File: config.mk
export PLATFORM = sky130hd
export DESIGN_NAME = as_sequencer_flat
export DESIGN_NICKNAME = d
export VERILOG_FILES = /design/src/rtl/as_sequencer_if.sv /design/src/rtl/as_sequencer.sv /design/src/flat_wrapper.sv
export SDC_FILE = /design/constraint.sdc
export NUM_CORES = 1
export LEC_CHECK = 0
export ABC_AREA = 0
export CAP_MARGIN = 15
export CORE_MARGIN = 2
export CORE_UTILIZATION = 56
export CTS_BUF_LIST = sky130_fd_sc_hd__clkbuf_4 sky130_fd_sc_hd__clkbuf_8
export DETAILED_ROUTE_END_ITERATION = 16
export GPL_TIMING_DRIVEN = 0
export PLACE_DENSITY_LB_ADDON = 0.15
export SYNTH_ARGS = -nofsm -noshare
export SYNTH_HDL_FRONTEND = slang
export SYNTH_SLANG_ARGS = --single-unit
File: constraint.sdc
create_clock -name clk -period 5.7 [get_ports clk]
set_input_delay 1.14 -clock clk [delete_from_list [all_inputs] [get_ports clk]]
set_output_delay 1.14 -clock clk [all_outputs]
set_load 0.005 [all_outputs]
File: src/rtl/as_sequencer_if.sv
// ---------------------------------------------------------------------------
// as_sequencer_if
//   Bundles the program-memory port and the ALU/register-file control bus
//   driven by as_sequencer.
//
//   Program memory: the sequencer presents pc and the memory returns the
//   addressed word on instr one cycle later. There is no valid/ready pair:
//   the memory is fixed-latency and always ready, so the sequencer simply
//   spends one FETCH cycle per instruction while the read is in flight.
//
//   Signals (sequencer view):
//     instr      in   16    program memory read data
//     z          in   1     ALU zero flag (combinational from current controls)
//     pc         out  PC_W  program memory address
//     rd_addr    out  3     register-file Rd index
//     rs_addr    out  3     register-file Rs index
//     immediate  out  n     ALU immediate operand
//     add_a_sel  out  1     adder A select (1 = SW[8] replicated)
//     add_b_sel  out  1     adder B select (1 = immediate, 0 = Rs*imm)
//     acc_en     out  1     ACC write enable
//     acc_add    out  1     feed ACC back into adder A
//     in_en      out  1     route SW[7:0] onto the writeback bus
//     reg_we     out  1     register-file write enable
//     halted     out  1     processor halted
//     illegal    out  1     one-cycle pulse on an undefined opcode
//
//   Modports: master = sequencer, slave = memory/datapath side.
// ---------------------------------------------------------------------------
interface as_sequencer_if #(
  parameter int n    = 8,
  parameter int PC_W = 8
);
  logic [15:0]   instr;
  logic          z;
  logic [PC_W-1:0] pc;
  logic [2:0]    rd_addr;
  logic [2:0]    rs_addr;
  logic [n-1:0]  immediate;
  logic          add_a_sel;
  logic          add_b_sel;
  logic          acc_en;
  logic          acc_add;
  logic          in_en;
  logic          reg_we;
  logic          halted;
  logic          illegal;

  modport master (
    input  instr, z,
    output pc, rd_addr, rs_addr, immediate,
    output add_a_sel, add_b_sel, acc_en, acc_add, in_en, reg_we,
    output halted, illegal
  );

  modport slave (
    output instr, z,
    input  pc, rd_addr, rs_addr, immediate,
    input  add_a_sel, add_b_sel, acc_en, acc_add, in_en, reg_we,
    input  halted, illegal
  );
endinterface

File: src/rtl/as_sequencer.sv
// ---------------------------------------------------------------------------
// as_sequencer
//   Instruction sequencer / control unit for the 8-bit ALU + register-file
//   datapath. Fetches 16-bit words from a synchronous-read program memory,
//   decodes them into datapath controls, and handles BRZ/BSW branches on the
//   ALU zero flag, a hardware REPEAT loop and HALT.
//
//   Ports:
//     clk        in   1   system clock, rising edge
//     n_reset    in   1   asynchronous active-low reset
//     step       in   1   single-step pushbutton (only with AS_SINGLE_STEP_EN)
//     bus        as_sequencer_if.master (program memory + datapath controls)
//     dbg_state  out  2   current FSM state (0 FETCH, 1 EXEC, 2 HALT)
//
//   Optional feature macro: AS_SINGLE_STEP_EN
//     Defined   : a synchronised rising edge on step is needed to leave
//                 FETCH, so one instruction (a whole REPEAT body counts as
//                 one) executes per press.
//     Undefined : no step port; FETCH always lasts exactly one cycle.
//
//   Instruction fields: op=[15:12] rd=[11:9] rs=[8:6] imm=[7:0]
//   (imm overlaps rs; immediate-only ops simply ignore rs).
// ---------------------------------------------------------------------------
module as_sequencer #(
  parameter int n    = 8,
  parameter int PC_W = 8
) (
  input  logic                 clk,
  input  logic                 n_reset,
`ifdef AS_SINGLE_STEP_EN
  input  logic                 step,
`endif
  as_sequencer_if.master       bus,
  output logic [1:0]           dbg_state
);

  typedef enum logic [1:0] {
    S_FETCH = 2'd0,
    S_EXEC  = 2'd1,
    S_HALT  = 2'd2
  } state_t;

  localparam logic [3:0] OP_NOP    = 4'h0;
  localparam logic [3:0] OP_ADDI   = 4'h1;
  localparam logic [3:0] OP_MACI   = 4'h2;
  localparam logic [3:0] OP_IN     = 4'h3;
  localparam logic [3:0] OP_ACCI   = 4'h4;
  localparam logic [3:0] OP_BRZ    = 4'h5;
  localparam logic [3:0] OP_BSW    = 4'h6;
  localparam logic [3:0] OP_REPEAT = 4'h7;
  localparam logic [3:0] OP_HALT   = 4'hF;

  // -------------------------------------------------------------------------
  // State
  // -------------------------------------------------------------------------
  state_t          state_q, state_d;
  logic [PC_W-1:0] pc_q, pc_d;
  logic [7:0]      rpt_q, rpt_d;
  logic [15:0]     ir_q;
  logic            rep_q, rep_d;     // 1 while re-executing a held IR
  logic            fetch_go;

  // -------------------------------------------------------------------------
  // Instruction register
  //   The memory word addressed in FETCH arrives on instr during the first
  //   EXEC cycle, so that cycle decodes straight from instr and captures it.
  //   Repeat cycles decode from the captured copy, which keeps IR stable
  //   regardless of what the memory port does meanwhile.
  // -------------------------------------------------------------------------
  logic [15:0] ir_cur;
  logic [3:0]  op;
  logic [2:0]  f_rd;
  logic [2:0]  f_rs;
  logic [7:0]  f_imm;

  assign ir_cur = rep_q ? ir_q : bus.instr;
  assign op     = ir_cur[15:12];
  assign f_rd   = ir_cur[11:9];
  assign f_rs   = ir_cur[8:6];
  assign f_imm  = ir_cur[7:0];

  // -------------------------------------------------------------------------
  // Single-step front end
  // -------------------------------------------------------------------------
`ifdef AS_SINGLE_STEP_EN
  logic step_s1, step_s2, step_s3;
  logic step_rise;
  logic step_pend_q, step_pend_d;

  assign step_rise = step_s2 & ~step_s3;

  // A press seen outside FETCH is remembered so it is not lost; FETCH
  // consumes one pending press.
  always_comb begin
    step_pend_d = step_pend_q;
    if (state_q == S_FETCH && step_pend_q) begin
      step_pend_d = 1'b0;
    end
    if (step_rise) begin
      step_pend_d = 1'b1;
    end
  end

  always_ff @(posedge clk or negedge n_reset) begin
    if (!n_reset) begin
      step_s1     <= 1'b0;
      step_s2     <= 1'b0;
      step_s3     <= 1'b0;
      step_pend_q <= 1'b0;
    end else begin
      step_s1     <= step;
      step_s2     <= step_s1;
      step_s3     <= step_s2;
      step_pend_q <= step_pend_d;
    end
  end

  assign fetch_go = step_pend_q;
`else
  assign fetch_go = 1'b1;
`endif

  // -------------------------------------------------------------------------
  // Sequential state
  // -------------------------------------------------------------------------
  always_ff @(posedge clk or negedge n_reset) begin
    if (!n_reset) begin
      state_q <= S_FETCH;
      pc_q    <= '0;
      rpt_q   <= '0;
      ir_q    <= '0;
      rep_q   <= 1'b0;
    end else begin
      state_q <= state_d;
      pc_q    <= pc_d;
      rpt_q   <= rpt_d;
      rep_q   <= rep_d;
      if (state_q == S_EXEC) begin
        ir_q <= ir_cur;
      end
    end
  end

  // -------------------------------------------------------------------------
  // Next state, pc and repeat counter
  // -------------------------------------------------------------------------
  logic [PC_W-1:0] pc_inc;
  logic [PC_W-1:0] br_target;

  assign pc_inc    = pc_q + PC_W'(1);   // wraps modulo 2**PC_W
  assign br_target = PC_W'(f_imm);

  always_comb begin
    state_d = state_q;
    pc_d    = pc_q;
    rpt_d   = rpt_q;
    unique case (state_q)
      S_FETCH: begin
        if (fetch_go) begin
          state_d = S_EXEC;
        end
      end
      S_EXEC: begin
        case (op)
          OP_HALT: begin
            // pc stays on the HALT word; only reset leaves S_HALT.
            state_d = S_HALT;
            rpt_d   = '0;
          end
          OP_BRZ, OP_BSW: begin
            pc_d    = bus.z ? br_target : pc_inc;
            rpt_d   = '0;
            state_d = S_FETCH;
          end
          OP_REPEAT: begin
            rpt_d   = f_imm;
            pc_d    = pc_inc;
            state_d = S_FETCH;
          end
          default: begin
            // A count of 0 or 1 both mean a single execution.
            if (rpt_q > 8'd1) begin
              rpt_d = rpt_q - 8'd1;
            end else begin
              rpt_d   = '0;
              pc_d    = pc_inc;
              state_d = S_FETCH;
            end
          end
        endcase
      end
      S_HALT: begin
        state_d = S_HALT;
      end
      default: begin
        state_d = S_FETCH;
      end
    endcase
  end

  assign rep_d = (state_q == S_EXEC) && (state_d == S_EXEC);

  // -------------------------------------------------------------------------
  // Control decode (only EXEC asserts anything; halted also covers the EXEC
  // cycle of the HALT word so it rises as soon as HALT is decoded)
  // -------------------------------------------------------------------------
  always_comb begin
    bus.rd_addr   = '0;
    bus.rs_addr   = '0;
    bus.immediate = '0;
    bus.add_a_sel = 1'b0;
    bus.add_b_sel = 1'b0;
    bus.acc_en    = 1'b0;
    bus.acc_add   = 1'b0;
    bus.in_en     = 1'b0;
    bus.reg_we    = 1'b0;
    bus.halted    = (state_q == S_HALT);
    bus.illegal   = 1'b0;
    if (state_q == S_EXEC) begin
      bus.rd_addr   = f_rd;
      bus.rs_addr   = f_rs;
      bus.immediate = n'(f_imm);
      case (op)
        OP_NOP: begin
        end
        OP_ADDI: begin
          bus.add_b_sel = 1'b1;
          bus.reg_we    = 1'b1;
          bus.acc_en    = 1'b1;
        end
        OP_MACI: begin
          bus.reg_we = 1'b1;
          bus.acc_en = 1'b1;
        end
        OP_IN: begin
          bus.in_en  = 1'b1;
          bus.reg_we = 1'b1;
        end
        OP_ACCI: begin
          bus.acc_add   = 1'b1;
          bus.add_b_sel = 1'b1;
          bus.acc_en    = 1'b1;
        end
        OP_BRZ: begin
          // Rd + 0 through the adder: z reports whether Rd is zero.
          bus.add_b_sel = 1'b1;
          bus.immediate = '0;
        end
        OP_BSW: begin
          // SW[8] replicated + 0: z is high exactly when SW[8] is 0.
          bus.add_a_sel = 1'b1;
          bus.add_b_sel = 1'b1;
          bus.immediate = '0;
        end
        OP_REPEAT: begin
        end
        OP_HALT: begin
          bus.halted = 1'b1;
        end
        default: begin
          bus.illegal = 1'b1;
        end
      endcase
    end
  end

  assign bus.pc    = pc_q;
  assign dbg_state = state_q;

endmodule

File: src/flat_wrapper.sv
// flat-port wrapper written by rule: the top's interface ports become plain ports
module as_sequencer_flat 
#(
  parameter int n    = 8,
  parameter int PC_W = 8
)
  (clk, n_reset, dbg_state, bus_instr, bus_z, bus_pc, bus_rd_addr, bus_rs_addr, bus_immediate, bus_add_a_sel, bus_add_b_sel, bus_acc_en, bus_acc_add, bus_in_en, bus_reg_we, bus_halted, bus_illegal);
  as_sequencer_if #(.n(n), .PC_W(PC_W)) bus_i ();
  input  logic clk;
  input  logic n_reset;
  output logic [1:0] dbg_state;
  input wire logic [$bits(bus_i.instr)-1:0] bus_instr;
  input wire logic [$bits(bus_i.z)-1:0] bus_z;
  output wire logic [$bits(bus_i.pc)-1:0] bus_pc;
  output wire logic [$bits(bus_i.rd_addr)-1:0] bus_rd_addr;
  output wire logic [$bits(bus_i.rs_addr)-1:0] bus_rs_addr;
  output wire logic [$bits(bus_i.immediate)-1:0] bus_immediate;
  output wire logic [$bits(bus_i.add_a_sel)-1:0] bus_add_a_sel;
  output wire logic [$bits(bus_i.add_b_sel)-1:0] bus_add_b_sel;
  output wire logic [$bits(bus_i.acc_en)-1:0] bus_acc_en;
  output wire logic [$bits(bus_i.acc_add)-1:0] bus_acc_add;
  output wire logic [$bits(bus_i.in_en)-1:0] bus_in_en;
  output wire logic [$bits(bus_i.reg_we)-1:0] bus_reg_we;
  output wire logic [$bits(bus_i.halted)-1:0] bus_halted;
  output wire logic [$bits(bus_i.illegal)-1:0] bus_illegal;
  assign bus_i.instr = bus_instr;
  assign bus_i.z = bus_z;
  assign bus_pc = bus_i.pc;
  assign bus_rd_addr = bus_i.rd_addr;
  assign bus_rs_addr = bus_i.rs_addr;
  assign bus_immediate = bus_i.immediate;
  assign bus_add_a_sel = bus_i.add_a_sel;
  assign bus_add_b_sel = bus_i.add_b_sel;
  assign bus_acc_en = bus_i.acc_en;
  assign bus_acc_add = bus_i.acc_add;
  assign bus_in_en = bus_i.in_en;
  assign bus_reg_we = bus_i.reg_we;
  assign bus_halted = bus_i.halted;
  assign bus_illegal = bus_i.illegal;
  as_sequencer #(.n(n), .PC_W(PC_W)) u_core (.clk(clk), .n_reset(n_reset), .bus(bus_i), .dbg_state(dbg_state));
endmodule
# Word-level counts from Yosys, hierarchy flattened
# Index checks and enable logic that the tools add are counted.
dict set report word_totals {
  out_inout_bits 32
  word_cells 61
  reg_bits 35
  input_bits 19
}
dict set report op_classes {
  n_lt_le_gt_ge 1
  n_addsub 2
  reduce_logical 11
  bitwise 1
  eq_ne 12
  muxes 29
}
# op count
set op_table {}
lappend op_table {{2-to-1 mux 8 bit} 5}
lappend op_table {{case mux 8 bit (3 select lines)} 1}
lappend op_table {{equality test 4 x 3 -> 1 bit, second input constant} 4}
lappend op_table {{2-to-1 mux 1 bit} 16}
lappend op_table {{2-to-1 mux 16 bit} 1}
lappend op_table {{case mux 8 bit (2 select lines)} 1}
lappend op_table {{OR reduction 3 bit} 4}
lappend op_table {{OR reduction 9 bit} 1}
lappend op_table {{adder 8 x 1 -> 8 bit, second input constant} 1}
lappend op_table {{equality test 4 x 2 -> 1 bit, second input constant} 2}
lappend op_table {{greater-than comparator 8 x 1 -> 1 bit, second input constant} 1}
lappend op_table {{subtractor 8 x 1 -> 8 bit, second input constant} 1}
lappend op_table {{2-to-1 mux 3 bit} 2}
lappend op_table {{case mux 2 bit (3 select lines)} 1}
lappend op_table {{equality test 2 x 1 -> 1 bit, second input constant} 2}
lappend op_table {{equality test 4 x 1 -> 1 bit, second input constant} 1}
lappend op_table {{equality test 4 bit, second input constant} 1}
lappend op_table {{logical NOT 4 bit} 1}
lappend op_table {{case mux 2 bit (2 select lines)} 1}
lappend op_table {{OR reduction 4 bit} 1}
lappend op_table {{!= test 3 bit, second input constant} 1}
lappend op_table {{AND reduction 3 bit} 1}
lappend op_table {{equality test 2 bit, second input constant} 1}
lappend op_table {{logical NOT 2 bit} 1}
lappend op_table {{4 further kinds} 4}

# Logic depth before layout (Yosys ltp)
# Gate-level depths: netlist of the first run.
dict set report logic_depth {
  word_depth 7
  ltp_mapped 7
  ltp_nobuf 6
}

# Worst setup path after synthesis of the first run
# Ideal clock, no wire load.
dict set report synth_timing {
  path_kind {input to output}
  startpoint {input bus_instr[15]}
  endpoint {output bus_acc_en}
  path_buffers 0
  path_slack_ns 2.397
  path_stages 4
  arrival_ns 2.163
  path_cell_list {or3b_1 -> and2_1 -> nor3b_1 -> o21bai_1}
}
dict set report synth_via {
  elab_chain_cells 5
}
# element line
set synth_lines {}
lappend synth_lines {{from (decl)} flat_wrapper.sv:12} ;# input wire logic [$bits(bus_i.instr)-1:0] bus_instr;
lappend synth_lines {{2-to-1 mux 16 bit *} as_sequencer.sv:76} ;# assign ir_cur = rep_q ? ir_q : bus.instr;
lappend synth_lines {{equality test 4 x 1 -> 1 bit (tied with other cells)} as_sequencer.sv:223} ;# case (op)
lappend synth_lines {{OR reduction 3 bit (no source line) *} -}
lappend synth_lines {{2-to-1 mux 1 bit *} as_sequencer.sv:223}
lappend synth_lines {{2-to-1 mux 1 bit *} as_sequencer.sv:219} ;# if (state_q == S_EXEC) begin
lappend synth_lines {{to (decl)} flat_wrapper.sv:20} ;# output wire logic [$bits(bus_i.acc_en)-1:0] bus_acc_en;
# Every way passes the cells marked *; elsewhere a longest branch is shown, timed or not.

# Worst setup path after layout of the first run
dict set report layout_timing {
  startpoint {input bus_instr[14]}
  endpoint {output bus_acc_en}
}
# The elaborated chain is that of the path after synthesis.

==> run_results.csv, run 1 <==
group,metric,value,unit
outcome,status,"finished, final reports clean",
floorplan,core,3690,um^2
synthesis,netlist_top_cells_area,"dfrtp_1, nor2_1, mux2i_1",
worst_setup_path,r2r-start,"u_core.rpt_q[0]",
sta,fmax,0.226,GHz
sta,rsz0062_at_grt,"no",
synthesis,synth_top_cell_by_area,"dfrtp_1",
sta,finalMaxSlewViolations,0,
clocking,cts_buffers,5,
hold_path,hold_path.class,"reg2reg",
hold_path,hold_path.startpoint,"u_core.ir_q[7]",
placement,pre_cts_ws,1.29,ns
routing,routed_wl,5430,um
sta,fin_tns_setup,0,ns
layout,area_growth,30.2,%
layout,diodes,0,
layout,seqCellArea,876,um^2
clocking,cts_resized,0,
sta,fin_skew,0.00658,ns
power_and_ir_drop,p_per_area,620,nW/um^2
sta,hold_viol_final,0,
synthesis,syn_nets,261,
routing,vias,2082,
worst_setup_path,crit_type,"in2out",
power_and_ir_drop,leakagePower,1.20,nW
clocking,cts_tree,"done",
layout,nets,317,
worst_setup_path,reg2regPathDepth,7,
hold_path,hold-path-endpoint,"u_core.ir_q[7]",
routing,ant_nets,0,
worst_setup_path,end_kind,"primary output",
sta,slew_headroom,47.2,%
worst_setup_path,r2r-end,"u_core.bus.pc[0]",
floorplan,io_pins,51,
synthesis,yosysTopAreaCellShare,40.7,%
clocking,hold_buffers,0,
synthesis,yosysSeqAreaShare,40.7,%
sta,min_period,4.43,ns
synthesis,synth_cell_types,54,
clocking,clkSlewWorstSetupHoldPaths,0.07,ns
worst_setup_path,arrival,3.29,ns
clocking,clockBufferDepth,2,
layout,drive_gt1_share,8.78,%
worst_setup_path,cp.required,4.56,ns
synthesis,syn-cell-area,2150,um^2
synthesis,synthFlopType,"dfrtp_1",
floorplan,start_util,58.3,%
synthesis,async_flop_share,100,%
synthesis,avgSynthCellArea,8.99,um^2
floorplan,rows,22,
clocking,cts-root-buf,"clkbuf_8",
grt,gr-usage-all-layers,27.6,%
sta,setup_ws,1.27,ns
layout,fill_cells,260,
worst_setup_path,r2r_slack,3.51,ns
placement,gp_congestion,0.915,
routing,vias_per_cell,6.05,
grt,grt_overflow_total,0,
hold_path,whs_path_depth,1,
job,cap_viol_max_count,0,
floorplan,die_y,66.0,um
power_and_ir_drop,ir_drop,0.346,mV
synthesis,ys_seq_elements,35,
sta,finalCritPeriodShare,77.8,%
layout,fin_area,2800,um^2
synthesis,synthCells,239,
floorplan,die_w,66.0,um
floorplan,die_area,4350,um^2
routing,dr.pass1.iters,5,
routing,drc,0,
sta,finalSetupViolations,0,
routing,wl_per_cell,15.8,um
worst_setup_path,start_kind,"input port",
placement,hpwl,3870,um
clocking,post-cts-setup-buffers,0,
clocking,clkLatencyLatePin,0.30,ns
clocking,cts.sinks,35,
power_and_ir_drop,power,1.74,mW
layout,multi_input_area,1190,um^2
grt,grt_pass1_vias,1952,
clocking,htreeDepth,2,
placement,placed_cell_area,2700,um^2
sta,max_slew.worst_pin.slew,0.792,ns
routing,drt_iter0_drc,195,
grt,grt_max_degree,36,
grt,antenna_found_initial,0,
placement,port_buffers,49,
layout,final_util,75.9,%
synthesis,ys_warn_count,0,
synthesis,synth_enable_flop_cells,0,
grt,grt_pass1_wl,9110,um
worst_setup_path,worstPathMaxFanout,6,
[per-layer routing]
metal,track usage (%),routed length [um],vias to the layer above
met5,0,0,-
met4,12.5,97,0
met3,7.84,389,11
met2,42.0,2570,78
met1,36.5,2380,1010
li1,-,-,983
[sequential cells by signal, summed over array words and instances (netlist names)]
name              flops
u_core.ir_q          16
u_core.bus.pc         8
u_core.rpt_q          8
u_core.dbg_state      2
u_core.rep_q          1
[Yosys cell counts, types with 2 or more instances]
master	count
a22oi_1	2
nand3b_1	4
nor3_1	7
nor3b_1	2
or3_1	4
o21ai_0	11
a221o_1	3
nor2_1	34
a31oi_1	3
nand3_1	6
nand2_1	20
and2_1	2
mux2i_1	12
ha_1	3
o22a_1	5
a21oi_1	14
a21o_1	4
buf_2	2
clkbuf_1	8
mux2_2	8
nor2b_1	2
nand4_1	2
and3_1	3
dfrtp_1	35
a211o_1	2
o31ai_1	3
o21ai_1	4
inv_1	6
nand2b_1	3
[power breakdown]
| part | internal (mW) | leakage, nW | switching, mW |
|---|---|---|---|
| combinational | 0.528 | 0.722 | 0.508 |
| clock | 0.115 | 0.0549 | 0.0922 |
| sequential | 0.375 | 0.425 | 0.118 |
[critical path, stage by stage]
cell,delay (ns)
clkdlybuf4s50_1,0.53
or3b_1,0.40
and2_1,0.26
nor3b_1,0.28
o21bai_1,0.15
clkdlybuf4s50_1,0.53
[cell usage in the layout, fill, tap and decap left out, types with 4 or more instances in the layout]
cell type,netlist,routed
dfrtp_1,35,35
a21oi_1,14,14
or3_1,4,4
nand2_1,20,20
o21ai_1,4,4
nand3_1,6,6
o22a_1,5,5
inv_1,6,6
mux2i_1,12,12
nand3b_1,4,4
nor3_1,7,7
mux2_2,8,8
a21o_1,4,4
clkbuf_1,8,8
o21ai_0,11,11
clkdlybuf4s50_1,0,48
nor2_1,34,34
clkbuf_8,0,7
[kinds of logic (layout without fill, tap and decap cells)]
logic type / count (synthesis) / after routing / synth area share, %
AO/OA/AOI/OAI: 64 / 64 / 20.7
flip-flops: 35 / 35 / 40.7
XOR/XNOR: 2 / 2 / 0.815
adder cells (fa/ha/maj): 3 / 3 / 1.75
AND/OR/NAND/NOR: 96 / 96 / 21.8
multiplexers: 21 / 21 / 10.4
buffers and inverters: 18 / 75 / 3.78
[area by class of cell]
type	instances	area share, %
Timing Repair Buffer	49	17.3
Buffer	12	2.10
Tap cell	48	2.15
Clock buffer	8	3.71
Inverter	6	0.805
Multi-Input combinational cell	186	42.6
Sequential cell	35	31.3
[through the flow]
step	hold WS (ns)	cells
finish	0.485	344
global route	0.507	344
CTS	0.487	344
detailed placement	0.470	336
global placement	0.461	336
floorplan	0.441	239
[how the worst max path moves through the flow]
stage,start,end,slack [ns],depth (start not counted)
final,bus_instr[14],bus_acc_en,1.27,6
after global routing,bus_instr[14],bus_immediate[0],1.11,6
after CTS,bus_instr[14],bus_acc_en,1.28,6
after detailed placement,bus_instr[14],bus_immediate[3],1.29,6
after global placement,bus_instr[14],bus_immediate[3],1.31,6
after floorplan,bus_instr[15],bus_acc_en,2.40,4
Note: power is estimated with default switching activity, not from simulation.
==> run 2, diff against run 1 <==
Settings changed: CORE_UTILIZATION 56 to 52.
Clock period 5.7 ns to 4.2 ns, I/O delays scaled along.
==> run 2 against run 1 <==
Net effect: hold slack worse by 0.0017 ns; sequential power up 36%; cell count rose by 0.58%; clock skew grew 0.00063 ns; highest routed layer unchanged.
==> run_results.csv, run 2 (synthesis gave the netlist of run 1 again) <==
group,metric,value,unit
floorplan,rows,23,
sta,min_period,3.87,ns
sta,fin_hold_ws,0.484,ns
worst_setup_path,r2r_slack,2.09,ns
floorplan,die_y,68.3,um
layout,final_util,69.7,%
clocking,post-cts-setup-buffers,0,
hold_path,hold-path-endpoint,"u_core.ir_q[6]",
sta,finalSetupViolations,0,
sta,hold_viol_final,0,
power_and_ir_drop,comb_power_share,60.5,%
grt,grt_max_degree,36,
clocking,cts_tree,"done",
floorplan,core,4000,um^2
hold_path,hold_path.class,"reg2reg",
clocking,cts_resized,0,
floorplan,start_util,53.7,%
clocking,cts.sinks,35,
worst_setup_path,arrival,3.03,ns
power_and_ir_drop,leakagePower,1.20,nW
routing,drt_iter0_drc,128,
grt,grt_pass1_vias,1920,
layout,largest_register_ffs,16,
clocking,clkLatencyLatePin,0.29,ns
worst_setup_path,crit_type,"in2out",
grt,grt_pass1_wl,9030,um
sta,finalCritPeriodShare,92.1,%
floorplan,die_area,4660,um^2
floorplan,io_pins,51,
clocking,clockBufferDepth,2,
clocking,cts-root-buf,"clkbuf_8",
placement,pre_cts_ws,0.348,ns
grt,gr-usage-all-layers,26.4,%
power_and_ir_drop,ir_drop,0.432,mV
layout,area_growth,29.6,%
power_and_ir_drop,power.switching,0.967,mW
routing,dr.pass1.iters,4,
layout,drive_gt1_share,8.78,%
worst_setup_path,worstPathMaxFanout,6,
worst_setup_path,reg2regPathDepth,6,
placement,hpwl,4040,um
worst_setup_path,r2r-start,"u_core.rep_q",
power_and_ir_drop,p_per_area,833,nW/um^2
routing,vias_per_cell,5.89,
layout,final_cell_mix,"clkdlybuf4s50_1, dfrtp_1, nor2_1, nand2_1, a21oi_1",
worst_setup_path,cp.required,3.36,ns
routing,highest_layer,"met4",
sta,finalMaxSlewViolations,0,
worst_setup_path,end_kind,"primary output",
grt,grt_overflow_total,0,
sta,slew_headroom,48.4,%
layout,fill_cells,336,
hold_path,whs_path_depth,2,
routing,wl_met1,2420,um
placement,gp_congestion,0.862,
power_and_ir_drop,switching_share,41.7,%
worst_setup_path,r2r-end,"u_core.bus.pc[7]",
sta,fmax,0.259,GHz
routing,wl_per_cell,15.9,um
floorplan,die_w,68.3,um
placement,port_buffers,49,
routing,ant_nets,0,
clocking,hold_buffers,0,
sta,fin_tns_setup,0,ns
worst_setup_path,start_kind,"input port",
sta,fin_skew,0.00721,ns
clocking,htreeDepth,2,
clocking,cts_buffers,5,
layout,regMostFlops,"u_core.ir_q",
outcome,status,"finished, final reports clean",
layout,diodes,0,
routing,vias,2038,
power_and_ir_drop,p_int,1.35,mW
routing,met3WireLength,298,um
routing,drc,0,
hold_path,hold_path.startpoint,"u_core.ir_q[6]",
layout,layout_commonest_cell,"clkdlybuf4s50_1",
sta,rsz0062_at_grt,"no",
sta,max_slew.worst_pin.slew,0.773,ns
power_and_ir_drop,sequentialPowerShare,28.8,%
routing,routed_wl,5490,um
layout,nets,317,
routing,met2WireLength,2670,um
job,cap_viol_max_count,0,
sta,setup_ws,0.333,ns
clocking,clkSlewWorstSetupHoldPaths,0.07,ns
grt,antenna_found_initial,0,
power_and_ir_drop,clock_power_share,10.6,%
-- run 2: cell types whose count changed in the layout (fill, tap and decap cells not counted) --
| cell | before | now |
|---|---|---|
| clkbuf_4 | 1 | 2 |
| clkbuf_8 | 7 | 5 |
| clkinv_2 | 0 | 1 |
-- run 2: final cells by class --
class                           instances  area [um^2]  share of cell area [%]
Timing Repair Buffer                   49          485                    17.4
Inverter                                6         22.5                   0.808
Sequential cell                        35          876                    31.4
Clock buffer                            7         83.8                    3.01
Clock inverter                          1         5.00                   0.180
Buffer                                 12         58.8                    2.11
Tap cell                               50         62.6                    2.25
Multi-Input combinational cell        186         1190                    42.8
-- run 2: worst max path at each step --
stage                       start    endpoint  slack (ns)  depth (start not counted)
floorplan           bus_instr[15]  bus_acc_en        1.50                          4
global placement    bus_instr[14]  bus_acc_en        0.33                          6
detailed placement  bus_instr[14]  bus_acc_en        0.35                          6
CTS                 bus_instr[14]  bus_acc_en        0.34                          6
global route        bus_instr[14]  bus_acc_en        0.24                          6
finish              bus_instr[14]  bus_acc_en        0.33                          6
-- run 2: through the flow --
step | power, mW | instance area, um^2 | instances
2_1_floorplan | 1.48 | 2150 | 239
3_3_place_gp | 2.04 | 2700 | 338
3_5_place_dp | 2.07 | 2700 | 338
4_1_cts | 2.33 | 2790 | 346
5_1_grt | 2.52 | 2790 | 346
6_report | 2.32 | 2790 | 346
-- run 2: critical path, cell delays in order --
cell	delay [ns]
clkdlybuf4s50_1	0.53
or3b_1	0.40
and2_1	0.25
nor3b_1	0.30
o21bai_1	0.17
clkdlybuf4s50_1	0.53
-- run 2: power by group through the flow --
stage	clock network (mW)	logic, mW	registers, mW
final	0.247	1.40	0.670
after floorplan	0	0.847	0.637
after CTS	0.251	1.41	0.668
after detailed placement	0	1.40	0.672
after global placement	0	1.38	0.665
after global routing	0.267	1.56	0.696
-- run 2: layer usage --
layer | up-vias | track usage (%)
li1 | 985 | -
met2 | 66 | 44.2
met4 | 0 | 8.00
met1 | 976 | 34.1
met5 | - | 0
met3 | 11 | 5.76
==> patch: new RTL, flow settings as in run 2 <==
`n` is set to 8 in 3 places; all go to 12.
--- a/src/rtl/as_sequencer_if.sv
+++ b/src/rtl/as_sequencer_if.sv
@@ -28,5 +28,5 @@
 // ---------------------------------------------------------------------------
 interface as_sequencer_if #(
-  parameter int n    = 8,
+  parameter int n    = 12,
   parameter int PC_W = 8
 );
--- a/src/rtl/as_sequencer.sv
+++ b/src/rtl/as_sequencer.sv
@@ -23,5 +23,5 @@
 // ---------------------------------------------------------------------------
 module as_sequencer #(
-  parameter int n    = 8,
+  parameter int n    = 12,
   parameter int PC_W = 8
 ) (
--- a/src/flat_wrapper.sv
+++ b/src/flat_wrapper.sv
@@ -2,5 +2,5 @@
 module as_sequencer_flat 
 #(
-  parameter int n    = 8,
+  parameter int n    = 12,
   parameter int PC_W = 8
 )
Ports: changed (resized bus_immediate); port bits go from 51 to 55. No check against the original RTL was run, so the function may have changed too.
==> patch against run 2 <==
Worst setup slack better by 0.0071 ns; largest power group unchanged; largest cell class unchanged; wire length is 2.6% lower; critical endpoint is now bus_immediate[2]; first-iteration DRC count is 44% higher; non-clock buffer count is 3 higher; power is 3.6% higher; cell area is 3.5% higher; area after synthesis is 3.3% higher; sequential cell count stayed put; sequential share of layout area is 1.1 points lower; cell count is 2.3% higher.
==> patch: results (changes against run 2) <==
* Most frequent cells after synthesis: 35 x dfrtp_1, 31 x nor2_1, 21 x nand2_1
* Hold Startpoint: u_core.ir_q[4]
* WHS Path Cells at 1 (-1)
* Most used DFF post-synth: dfrtp_1
* # nets final at 325 (+2.5%)
* Drt initial violations at 184 (+44%)
* IO Port Bufs at 49 (unchanged)
* Max reg flops at 16 (unchanged)
* Fin Hold WS at 0.480 ns (-0.00316 ns)
* Fillcell total at 337 (+0.30%)
* Max transition margin at 47.6% (-0.85 points)
* Cts bufs inserted at 5 (unchanged)
* Clock Path Buffers at 2 (unchanged)
* Synth unique cells at 49 (-9.3%)
* R2R setup slack at 2.19 ns (+0.10 ns)
* Sequential area share after synthesis at 39.4% (-1.3 points)
* First-pass GRT wire length at 8960 um (-0.76%)
* WL final at 5350 um (-2.6%)
* HPWL Detailed at 3990 um (-1.4%)
* Clock Skews at 0.00374 ns (-0.00347 ns)
* Root buf cell: clkbuf_8
* CTS clock-pin slew for the worst setup and hold paths at 0.07 ns (about the same)
* Crit path launch: bus_instr[13]
* Post-cts sizing count at 0 (unchanged)
* Yosys warning count at 0 (unchanged)
* Total Routing Usage GR at 22.9% (-3.5 points)
* R2R cell count at 5 (-1)
* Reg with most FFs: u_core.ir_q
* Final Wtd Congestion at 0.834 (-3.3%)
* Worst Setup End Kind: output pin
* Worst setup path endpoint: bus_immediate[2]
* Worst Path Max Fanout at 6 (unchanged)
* Static leakage at 0.00126 uW (+5.4%)
* Share of layout cells above drive strength 1 at 13.8% (+5.0 points)
* Post-CTS Setup Inserts at 0 (unchanged)
* Status: finished clean
* Met2 GRT Util at 38.9% (-5.3 points)
* Crit path DAT at 3.02 ns (about the same)
* Post-Syn Area at 0.00222 mm^2 (+3.3%)
* VDD IR max at 0.392 mV (-9.4%)
* Initial antenna violation count at 0 (unchanged)
* Reg2Reg Launch Point: u_core.rep_q
* WHS Endpoint: u_core.ir_q[4]
* Vias in the first global route at 1,941 (+1.1%)
* Top post-synthesis cells by area: dfrtp_1 39%, mux2i_1 7.7%, nor2_1 5.2%
* Met1 Usage GRT at 30.5% (-3.5 points)
* Vias/cell at 5.58 (-5.3%)
* Type of the worst min-delay path: register to register
* Antenna cells at 0 (unchanged)
* Htree depth at 2 (unchanged)
* Worst skew pair latency at 0.28 ns
* R2R Path End: u_core.ir_q[10]
* Switching share of total power at 41.1% (-0.57 points)
* GR Util met3 at 4.07% (-1.7 points)
==> patch: changes by cell type after synthesis, moves of 4 or more <==
cell / change
o22a_1: -5
inv_1: +6
o21ai_0: +7
mux2i_1: +5
nand3_1: +5
xnor2_1: +4
or3_1: -4
a21oi_2: +4
==> patch: logic make-up (layout without fill, tap and decap cells) <==
kind of cell    count (synthesis)  count (layout)  synth area share [%]
simple gates                   90              90                  20.4
compound gates                 54              54                  16.0
flops                          35              35                  39.4
mux                            27              27                  12.7
buf+inv                        27              84                  6.82
xor+xnor                        7               7                  2.76
fa+ha+maj                       3               3                  1.69
other cells                     1               4                 0.169
==> patch: power groups by stage <==
stage,logic [uW],registers (uW),clock network [uW]
4_1_cts,1470,664,275
2_1_floorplan,910,638,0
6_report,1470,668,270
5_1_grt,1610,696,292
3_5_place_dp,1460,668,0
3_3_place_gp,1440,662,0
==> patch: through the flow <==
step,total power [uW],instance area (um^2),std cells,util (%),worst slack [ns]
final,2410,2880,354,71.1,0.340
after global routing,2600,2880,354,71.1,0.279
after CTS,2410,2880,354,71.1,0.394
after detailed placement,2130,2780,346,68.5,0.401
after global placement,2100,2790,346,68.6,0.398
after floorplan,1550,2230,247,-,1.55
==> patch: final cells by class <==
cell class,instances,area [um^2],share of cell area [%]
clock buffer,8,104,3.60
sequential,35,876,30.4
timing repair buffer,49,485,16.8
tap,50,62.6,2.17
inverter,12,45.0,1.56
buffer,15,106,3.69
multi-input combinational,185,1200,41.8
==> patch: layer usage <==
layer	routed length, um	part of all wire, %
met5	0	0
met3	290	5.4
met4	51	0.95
met2	2500	47
met1	2500	47
==> patch: critical path, cell delays in order <==
cell and delay (ns):
clkdlybuf4s50_1 0.54, xor2_1 0.22, o21ai_0 0.46, o21ai_1 0.27, nor2_1 0.18, clkdlybuf4s50_1 0.51
